`config.mk`:
```
export PLATFORM = sky130hd
export DESIGN_NAME = spi_master_arb_flat
export DESIGN_NICKNAME = d
export VERILOG_FILES = /design/src/rtl/spi_master_arb_if.sv /design/src/rtl/spi_master_arb.sv /design/src/flat_wrapper.sv
export SDC_FILE = /design/constraint.sdc
export NUM_CORES = 1
export LEC_CHECK = 0
export BUFFER_PORTS_ARGS = -buffer_cell sky130_fd_sc_hd__buf_4
export CORE_MARGIN = 3
export CORE_UTILIZATION = 48
export CTS_CLUSTER_SIZE = 14
export DETAILED_ROUTE_END_ITERATION = 16
export HOLD_SLACK_MARGIN = 0.06
export PLACE_DENSITY_LB_ADDON = 0.12
export SLEW_MARGIN = 20
export SYNTH_ARGS = -nofsm -noshare
export SYNTH_HDL_FRONTEND = slang
export SYNTH_SLANG_ARGS = --single-unit
```
`constraint.sdc`:
```
create_clock -name clk_i -period 1.73 [get_ports clk_i]
set_input_delay 0.346 -clock clk_i [delete_from_list [all_inputs] [get_ports clk_i]]
set_output_delay 0.346 -clock clk_i [all_outputs]
set_load 0.02 [all_outputs]
```
`src/rtl/spi_master_arb_if.sv`:
```
// Bus bundle for spi_master_arb.
// Requester side: req_i, data0_i, data1_i in; gnt_o, done_o, rdata_o, busy_o out.
// SPI side: sclk_o, cs_n_o, mosi_o out; miso_i in.
// Modport master is the controller's view; slave is the view of everything around it.
interface spi_master_arb_if #(
    parameter int unsigned DATA_W = 8
) ();
    logic [1:0]        req_i;
    logic [DATA_W-1:0] data0_i;
    logic [DATA_W-1:0] data1_i;
    logic [1:0]        gnt_o;
    logic [1:0]        done_o;
    logic [DATA_W-1:0] rdata_o;
    logic              busy_o;
    logic              sclk_o;
    logic              cs_n_o;
    logic              mosi_o;
    logic              miso_i;

    modport master (
        input  req_i, data0_i, data1_i, miso_i,
        output gnt_o, done_o, rdata_o, busy_o, sclk_o, cs_n_o, mosi_o
    );

    modport slave (
        output req_i, data0_i, data1_i, miso_i,
        input  gnt_o, done_o, rdata_o, busy_o, sclk_o, cs_n_o, mosi_o
    );
endinterface

```
`src/rtl/spi_master_arb.sv`:
```
// Two-requester SPI master (mode 0, MSB first) with round-robin arbitration.
// Ports:
//   clk_i  - system clock, rising edge
//   rst_i  - asynchronous active-high reset
//   bus    - spi_master_arb_if.master: requests/data in, grant/done/rdata/busy out,
//            SPI sclk/cs_n/mosi out, miso in
// Every output is a register. cs_n is low for 17*CLK_DIV cycles per transfer, followed by
// CLK_DIV cycles of gap before the controller returns to idle.
module spi_master_arb #(
    parameter int unsigned CLK_DIV = 2,
    parameter int unsigned DATA_W  = 8
) (
    input logic              clk_i,
    input logic              rst_i,
    spi_master_arb_if.master bus
);
    localparam int unsigned DivW = $clog2(CLK_DIV + 1);
    localparam int unsigned BitW = $clog2(DATA_W);

    typedef enum logic [1:0] {StIdle, StSetup, StXfer, StGap} state_t;

    state_t            r_state, w_state;
    logic [DivW-1:0]   r_div, w_div;
    logic [BitW-1:0]   r_bitcnt, w_bitcnt;
    logic [DATA_W-1:0] r_shreg, w_shreg;
    logic              r_ptr, w_ptr;
    logic              r_owner, w_owner;
    logic              r_sclk, w_sclk;
    logic              r_cs_n, w_cs_n;
    logic              r_mosi, w_mosi;
    logic [1:0]        r_gnt, w_gnt;
    logic [1:0]        r_done, w_done;
    logic [DATA_W-1:0] r_rdata, w_rdata;
    logic              r_busy, w_busy;

    logic              w_winner;
    logic              w_div_end;
    logic [DATA_W-1:0] w_tx;

    // Pointer's requester wins if it is asking, otherwise the other one.
    assign w_winner  = bus.req_i[r_ptr] ? r_ptr : ~r_ptr;
    assign w_tx      = w_winner ? bus.data1_i : bus.data0_i;
    assign w_div_end = (r_div == DivW'(CLK_DIV - 1));

    always_ff @(posedge clk_i or posedge rst_i) begin
        if (rst_i) begin
            r_state  <= StIdle;
            r_div    <= '0;
            r_bitcnt <= BitW'(DATA_W - 1);
            r_shreg  <= '0;
            r_ptr    <= 1'b0;
            r_owner  <= 1'b0;
            r_sclk   <= 1'b0;
            r_cs_n   <= 1'b1;
            r_mosi   <= 1'b0;
            r_gnt    <= 2'b00;
            r_done   <= 2'b00;
            r_rdata  <= '0;
            r_busy   <= 1'b0;
        end else begin
            r_state  <= w_state;
            r_div    <= w_div;
            r_bitcnt <= w_bitcnt;
            r_shreg  <= w_shreg;
            r_ptr    <= w_ptr;
            r_owner  <= w_owner;
            r_sclk   <= w_sclk;
            r_cs_n   <= w_cs_n;
            r_mosi   <= w_mosi;
            r_gnt    <= w_gnt;
            r_done   <= w_done;
            r_rdata  <= w_rdata;
            r_busy   <= w_busy;
        end
    end

    always_comb begin
        w_state  = r_state;
        w_div    = r_div;
        w_bitcnt = r_bitcnt;
        w_shreg  = r_shreg;
        w_ptr    = r_ptr;
        w_owner  = r_owner;
        w_sclk   = r_sclk;
        w_cs_n   = r_cs_n;
        w_mosi   = r_mosi;
        w_gnt    = 2'b00;
        w_done   = 2'b00;
        w_rdata  = r_rdata;
        w_busy   = r_busy;

        unique case (r_state)
            StIdle: begin
                if (|bus.req_i) begin
                    w_state  = StSetup;
                    w_gnt    = w_winner ? 2'b10 : 2'b01;
                    w_cs_n   = 1'b0;
                    w_busy   = 1'b1;
                    w_shreg  = w_tx;
                    w_mosi   = w_tx[DATA_W-1];
                    w_bitcnt = BitW'(DATA_W - 1);
                    w_div    = '0;
                    w_owner  = w_winner;
                    w_ptr    = ~w_winner;
                end
            end
            StSetup: begin
                // cs-to-first-edge setup: one half-period with sclk low
                if (w_div_end) begin
                    w_div   = '0;
                    w_state = StXfer;
                end else begin
                    w_div = r_div + DivW'(1);
                end
            end
            StXfer: begin
                if (w_div_end) begin
                    w_div = '0;
                    if (!r_sclk) begin
                        // Rising edge: shift miso in at the LSB; the next tx bit moves to
                        // the MSB and is driven out on the following falling edge.
                        w_sclk  = 1'b1;
                        w_shreg = {r_shreg[DATA_W-2:0], bus.miso_i};
                    end else begin
                        w_sclk = 1'b0;
                        if (r_bitcnt == '0) begin
                            w_cs_n  = 1'b1;
                            w_mosi  = 1'b0;
                            w_done  = r_owner ? 2'b10 : 2'b01;
                            w_rdata = r_shreg;
                            w_state = StGap;
                        end else begin
                            w_mosi   = r_shreg[DATA_W-1];
                            w_bitcnt = r_bitcnt - BitW'(1);
                        end
                    end
                end else begin
                    w_div = r_div + DivW'(1);
                end
            end
            StGap: begin
                if (w_div_end) begin
                    w_div   = '0;
                    w_state = StIdle;
                    w_busy  = 1'b0;
                end else begin
                    w_div = r_div + DivW'(1);
                end
            end
            default: w_state = StIdle;
        endcase
    end

    assign bus.gnt_o   = r_gnt;
    assign bus.done_o  = r_done;
    assign bus.rdata_o = r_rdata;
    assign bus.busy_o  = r_busy;
    assign bus.sclk_o  = r_sclk;
    assign bus.cs_n_o  = r_cs_n;
    assign bus.mosi_o  = r_mosi;
endmodule

```
`src/flat_wrapper.sv`:
```
// flat-port wrapper written by rule: the top's interface ports become plain ports
module spi_master_arb_flat 
#(
    parameter int unsigned CLK_DIV = 2,
    parameter int unsigned DATA_W  = 8
)
  (clk_i, rst_i, bus_req_i, bus_data0_i, bus_data1_i, bus_miso_i, bus_gnt_o, bus_done_o, bus_rdata_o, bus_busy_o, bus_sclk_o, bus_cs_n_o, bus_mosi_o);
  spi_master_arb_if #(.DATA_W(DATA_W)) bus_i ();
  input logic clk_i;
  input logic rst_i;
  input wire logic [$bits(bus_i.req_i)-1:0] bus_req_i;
  input wire logic [$bits(bus_i.data0_i)-1:0] bus_data0_i;
  input wire logic [$bits(bus_i.data1_i)-1:0] bus_data1_i;
  input wire logic [$bits(bus_i.miso_i)-1:0] bus_miso_i;
  output wire logic [$bits(bus_i.gnt_o)-1:0] bus_gnt_o;
  output wire logic [$bits(bus_i.done_o)-1:0] bus_done_o;
  output wire logic [$bits(bus_i.rdata_o)-1:0] bus_rdata_o;
  output wire logic [$bits(bus_i.busy_o)-1:0] bus_busy_o;
  output wire logic [$bits(bus_i.sclk_o)-1:0] bus_sclk_o;
  output wire logic [$bits(bus_i.cs_n_o)-1:0] bus_cs_n_o;
  output wire logic [$bits(bus_i.mosi_o)-1:0] bus_mosi_o;
  assign bus_i.req_i = bus_req_i;
  assign bus_i.data0_i = bus_data0_i;
  assign bus_i.data1_i = bus_data1_i;
  assign bus_i.miso_i = bus_miso_i;
  assign bus_gnt_o = bus_i.gnt_o;
  assign bus_done_o = bus_i.done_o;
  assign bus_rdata_o = bus_i.rdata_o;
  assign bus_busy_o = bus_i.busy_o;
  assign bus_sclk_o = bus_i.sclk_o;
  assign bus_cs_n_o = bus_i.cs_n_o;
  assign bus_mosi_o = bus_i.mosi_o;
  spi_master_arb #(.CLK_DIV(CLK_DIV), .DATA_W(DATA_W)) u_core (.clk_i(clk_i), .rst_i(rst_i), .bus(bus_i));
endmodule
```
* Word level (Yosys, flattened, before mapping)
Cells that the tools add are included.
Storage, ports and cells: bits in registers 33, output and inout port bits 16
Operators by class: add/sub/neg operators 2, magnitude comparators 1, equal/unequal tests 12, multiplexer cells 45, bitwise operators 2, reduce and logical (&&, ||, !) cells 15
Operators with widths (count):
- $mux 2 | 16
- $mux 8 | 4
- $pmux 8 s2 | 1
- $mux 1 | 14
- $mux 3 | 4
- $ne 2x1->1 const B | 6
- $reduce_and 4->1 | 3
- $reduce_and 5->1 | 2
- $pmux 2 s4 | 1
- $pmux 1 s2 | 3
- $pmux 3 s2 | 1
- $reduce_and 6->1 | 1
- $eq 2x1->1 const B | 2
- $eq 2x2->1 const B | 2
- $ne 2x2->1 const B | 2
- $pmux 2 s2 | 1
- $reduce_and 2->1 | 2
- $reduce_bool 2->1 | 2
- $logic_not 3->1 | 1
- $reduce_and 3->1 | 1
- $reduce_or 3->1 | 1
- $sub 3x1->3 const B | 1
- $add 2x1->2 const B | 1
- $logic_not 2->1 | 1
- other kinds (3) | 4

* Longest topological paths before layout
word-level depth 6, depth in mapped cells 7, mapped depth without buffers 6

* Worst setup path after synthesis
No wires, ideal clock.
path type register -> register, start point reg u_core.r_state[0], end point reg u_core.r_state[1], setup time 0.128 ns, arrival time 1.631 ns, required time 1.602 ns, slack -0.029 ns, cell stages (with the launch flop) 7, clock period less this slack 1.759 ns, path through dfrtp_1 > inv_1 > ha_1 > nor3b_4 > a21oi_1 > o211ai_1 > mux2_1
Between the ends: word-level cells in the longest chain between the ends 3
RTL lines:
- start: declaration | RTL line spi_master_arb.sv:22 | state_t r_state, w_state;
- start signal: assignment | RTL line spi_master_arb.sv:47 | r_state <= StIdle;
- start signal: assignment | RTL line spi_master_arb.sv:61 | r_state <= w_state;
- $eq 2x1->1 (tied with other cells) | RTL line spi_master_arb.sv:92 | unique case (r_state)
- $ne 2x1->1 (no source line)
- $reduce_and 6->1 (no source line)
Several ways; a longest one is shown, not always the timed one. A chain may end at the register's enable or synchronous reset.

* Worst setup path in the final report
start point reg u_core.r_bitcnt[1], end point reg u_core.r_state[1]
Between the ends: word-level cells in the longest chain between the ends 3
RTL lines:
- start: declaration | RTL line spi_master_arb.sv:24 | logic [BitW-1:0] r_bitcnt, w_bitcnt;
- start signal: assignment | RTL line spi_master_arb.sv:49 | r_bitcnt <= BitW'(DATA_W - 1);
- start signal: assignment | RTL line spi_master_arb.sv:63 | r_bitcnt <= w_bitcnt;
- $logic_not 3->1 | RTL line spi_master_arb.sv:126 | if (r_bitcnt == '0) begin
- $ne 2x1->1 (no source line)
- $reduce_and 6->1 (no source line)
Every way passes these cells.

==> impl_metrics.csv <==
group,metric,value,unit
run_status,outcome,"finished, final reports clean",
yosys,mappedNetlistArea,1658,µm²
worst_setup_path,cp-end-kind,"register",
floorplanning,floorplan.initialDensity,0.5217,
yosys,synth-main-ff-cell,"sky130_fd_sc_hd__dfrtp_1",
floorplanning,floorplan.die.width,64.77,µm
grt,initial_antenna_violation_count,0,
cts,clockBufferDepth,2,
yosys,cell_with_the_most_instances_after_synthesis,"sky130_fd_sc_hd__dfrtp_1",
yosys,synth.top_cells.by_area,"sky130_fd_sc_hd__dfrtp_1 44%, sky130_fd_sc_hd__dfstp_2 6.3%, sky130_fd_sc_hd__ha_1 6.0%",
layout,final_nets,244,
yosys,number_of_synthesized_flops_with_an_enable_pin,0,
floorplanning,die_area,4195,µm²
detailed_routing,route.detailed.wl_per_inst,14.96,µm
yosys,postSynthNetCount,184,
sta,slew_violations,0,
worst_setup_path,worst-path-max-fanout,3,
power_and_ir_drop,sw_frac_of_total,0.3997,
power_and_ir_drop,clkPwrFrac,0.130,
detailed_routing,drt_iter0_drc,54,
worst_hold_path,hp-class,"input port to async pin",
placed_design,place_ws,-0.09891,ns
worst_setup_path,cp.required,1.95,ns
sta,layout_setup_ws,0.02666,ns
worst_setup_path,critical_path.max_stage_delay,0.55,ns
worst_setup_path,timing.critical_path.max_delay_family,"flip-flops",
detailed_routing,vias,1448,
placed_design,numPortBuffers,36,
detailed_routing,detail_route.wirelength,3889,µm
yosys,synthArstFlopShare,1.000,
floorplanning,ioPinCount,37,
worst_setup_path,critical_path.n_buffers_inverters,1,
cts,clkLatencyLatePin,0.34,ns
floorplanning,floorplan.core_area,3178,µm²
worst_setup_path,crit_type,"register to register",
yosys,ys_ff_latch,33,
power_and_ir_drop,switching_power,1493,µW
power_and_ir_drop,internal_power_consumption,2241,µW
yosys,synth.top_cells.by_count,"29 x sky130_fd_sc_hd__dfrtp_1, 15 x sky130_fd_sc_hd__nor2_1, 13 x sky130_fd_sc_hd__nand2_1",
sta,fmax,587.1,MHz
sta,hold_viol_final,0,
power_and_ir_drop,pwr_density_cell,1641,nW/µm²
sta,min_period,1.703,ns
cts,cts.clk_slew.worst_paths,0.10,ns
yosys,post-synth-top-area-cell,"sky130_fd_sc_hd__dfrtp_1",
sta,finalHoldWorstSlack,0.09004,ns
placed_design,dp_cells,245,
grt,grt_start_max_net_pins,34,
yosys,netlist.area_leader.share,0.4377,
sta,finalSetupViolations,0,
grt,grt_overflow,0,
grt,gr-usage-all-layers,0.1987,
layout,syn_to_final_growth,37.21,%
worst_setup_path,worst-endpoint-arrival,1.92,ns
layout,post-route-util,0.7157,
sta,layout_worst_path_cycle_share,0.9846,
power_and_ir_drop,vdd.ir_drop.worst,1.078,mV
cts,cts_tree,"built",
detailed_routing,drt-vias-per-instance,5.569,
cts,postCtsHoldBufs,0,
grt,first_global_vias,1413,
worst_setup_path,worstPathCellList,"inv_1 > ha_1 > nand2b_1 > nor2_2 > o211ai_1 > mux2_1",
yosys,synth.yosys.seq_area_share,0.5011,
yosys,postSynthAreaPerCell,10.70,µm²
job,max-cap-violations,0,
cts,cts-root-buf,"sky130_fd_sc_hd__clkbuf_4",
yosys,synth.lib_cells_used.distinct,36,
placed_design,gp_routability_congestion,0.8357,
sta,tightest_slew,0.4153,ns
layout,final_cells,260,
grt,grt_pass1_wl,6272,µm
sta,final.setup_skew,0.01118,ns
detailed_routing,detail-route-antenna-nets,0,
power_and_ir_drop,seq_power_share,0.339,
sta,max_slew_margin,0.7231,
layout,final_layout_size_suffix_gt1_frac,0.4398,
power_and_ir_drop,share_comb_of_total_power,0.531,
detailed_routing,drc,0,
power_and_ir_drop,p_total,3734,µW
cts,clock_tree.htree_level_count,2,
yosys,post_synth_inst_count,155,
detailed_routing,drt_first_pass_iters,4,
worst_setup_path,timing.critical_path.slowest_stage_cell,"sky130_fd_sc_hd__dfstp_2",
cts,clkSinkCount,33,
floorplanning,die_height,64.77,µm
layout,diodes,0,
floorplanning,std_cell_rows,20,
placed_design,post-dp-hpwl,2891,µm
power_and_ir_drop,total_leakage_power,0.001121,µW
cts,cts_buffers,5,
worst_setup_path,critical_path.startpoint_type,"register",
yosys,synth.yosys.warnings,0,
## final timing paths
| kind | start | endpoint | slack (ns) | cells past startpoint |
|---|---|---|---|---|
| min | rst_i | u_core.bus.rdata_o[7] | 0.09 | 3 |
| min reg2reg | u_core.r_owner | u_core.bus.done_o[0] | 0.49 | 1 |
| min in group clk_i | bus_req_i[1] | u_core.bus.gnt_o[0] | 0.22 | 2 |
| max reg2reg | u_core.r_bitcnt[1] | u_core.r_state[1] | 0.03 | 6 |
| max | u_core.r_bitcnt[1] | u_core.r_state[1] | 0.03 | 6 |
| max in group asynchronous | rst_i | u_core.r_bitcnt[2] | 1.31 | 3 |
## routing by layer
layer,vias to the layer above,part of all wire,GRT usage
met2,54,0.52,0.3512
met3,8,0.066,0.05893
li1,683,-,-
met4,0,0.014,0.06860
met5,-,0,0
met1,703,0.40,0.2267
## what timing repair did
action | in CTS | in global routing
pin swaps | 1 | 4
resized for setup | 5 | 13
buffers inserted | 3 | 3
endpoints found under the setup margin | 11 | 22
cloned | 0 | 1
## cell usage in the layout (no fill, tap or decap), types with 2 or more instances in the layout
cell type and count:
sky130_fd_sc_hd__ha_4 2, sky130_fd_sc_hd__nand2_1 13, sky130_fd_sc_hd__o31ai_2 2, sky130_fd_sc_hd__nand2b_1 4, sky130_fd_sc_hd__ha_1 6, sky130_fd_sc_hd__clkbuf_4 5
sky130_fd_sc_hd__inv_1 5, sky130_fd_sc_hd__dfrtp_1 28, sky130_fd_sc_hd__mux2_1 2, sky130_fd_sc_hd__a21o_1 2, sky130_fd_sc_hd__inv_2 3, sky130_fd_sc_hd__o31ai_1 6
sky130_fd_sc_hd__dfstp_2 4, sky130_fd_sc_hd__a211oi_1 7, sky130_fd_sc_hd__a31oi_1 3, sky130_fd_sc_hd__a21oi_2 2, sky130_fd_sc_hd__clkbuf_8 2, sky130_fd_sc_hd__mux2_2 7
sky130_fd_sc_hd__nand3_1 2, sky130_fd_sc_hd__buf_4 54, sky130_fd_sc_hd__and3_1 9, sky130_fd_sc_hd__nor2_1 14, sky130_fd_sc_hd__a21oi_1 8
## area by class of cell
| cell class | instances | area [µm²] |
|---|---|---|
| fillers | 236 | 903.4 |
| multi-input cells | 111 | 850.8 |
| flip-flops and latches | 33 | 832.0 |
| repair buffers | 56 | 436.7 |
| clock buffers | 7 | 65.06 |
| well taps | 44 | 55.05 |
| inverters | 8 | 30.03 |
| clock inverters | 1 | 5.005 |
## power groups by stage
stage / clock network [µW] / registers, µW / logic [µW]
floorplan: 0 / 1280 / 1120
global placement: 0 / 1240 / 1630
detailed placement: 0 / 1260 / 1700
CTS: 499 / 1240 / 1800
global route: 529 / 1300 / 2160
finish: 486 / 1260 / 1980
## tightest hold or removal path: cells and delay by family
family / cells / cell delay (ns)
buf+inv: 3 / 0.51
## stage by stage
stage	TNS (ns)	cell area, µm²
after floorplan	0	1660
after global placement	-0.003599	2081
after detailed placement	-0.6124	2081
after CTS	0	2192
after global routing	-0.02389	2275
final	0	2275
## flip-flops by register name, summed over array words and instances, names as in the netlist
name                flops
u_core.r_div            2
u_core.r_bitcnt         3
u_core.r_state          2
u_core.bus.sclk_o       1
u_core.bus.rdata_o      8
u_core.bus.cs_n_o       1
u_core.bus.busy_o       1
u_core.bus.mosi_o       1
u_core.r_owner          1
u_core.r_shreg          8
u_core.bus.gnt_o        2
u_core.r_ptr            1
u_core.bus.done_o       2
## cell families (layout without fill, tap and decap cells)
logic type | Yosys count | count (layout) | synth area share
AOI/OAI and AO/OA | 42 | 43 | 0.1849
xor gates and xnor gates | 1 | 1 | 0.005284
adders and majority gates | 8 | 8 | 0.06038
buffers and inverters | 12 | 72 | 0.03170
DFF | 33 | 33 | 0.5011
muxes | 9 | 9 | 0.06113
and+or+nand+nor | 50 | 50 | 0.1555
Note: power is estimated with default switching activity, not from simulation.
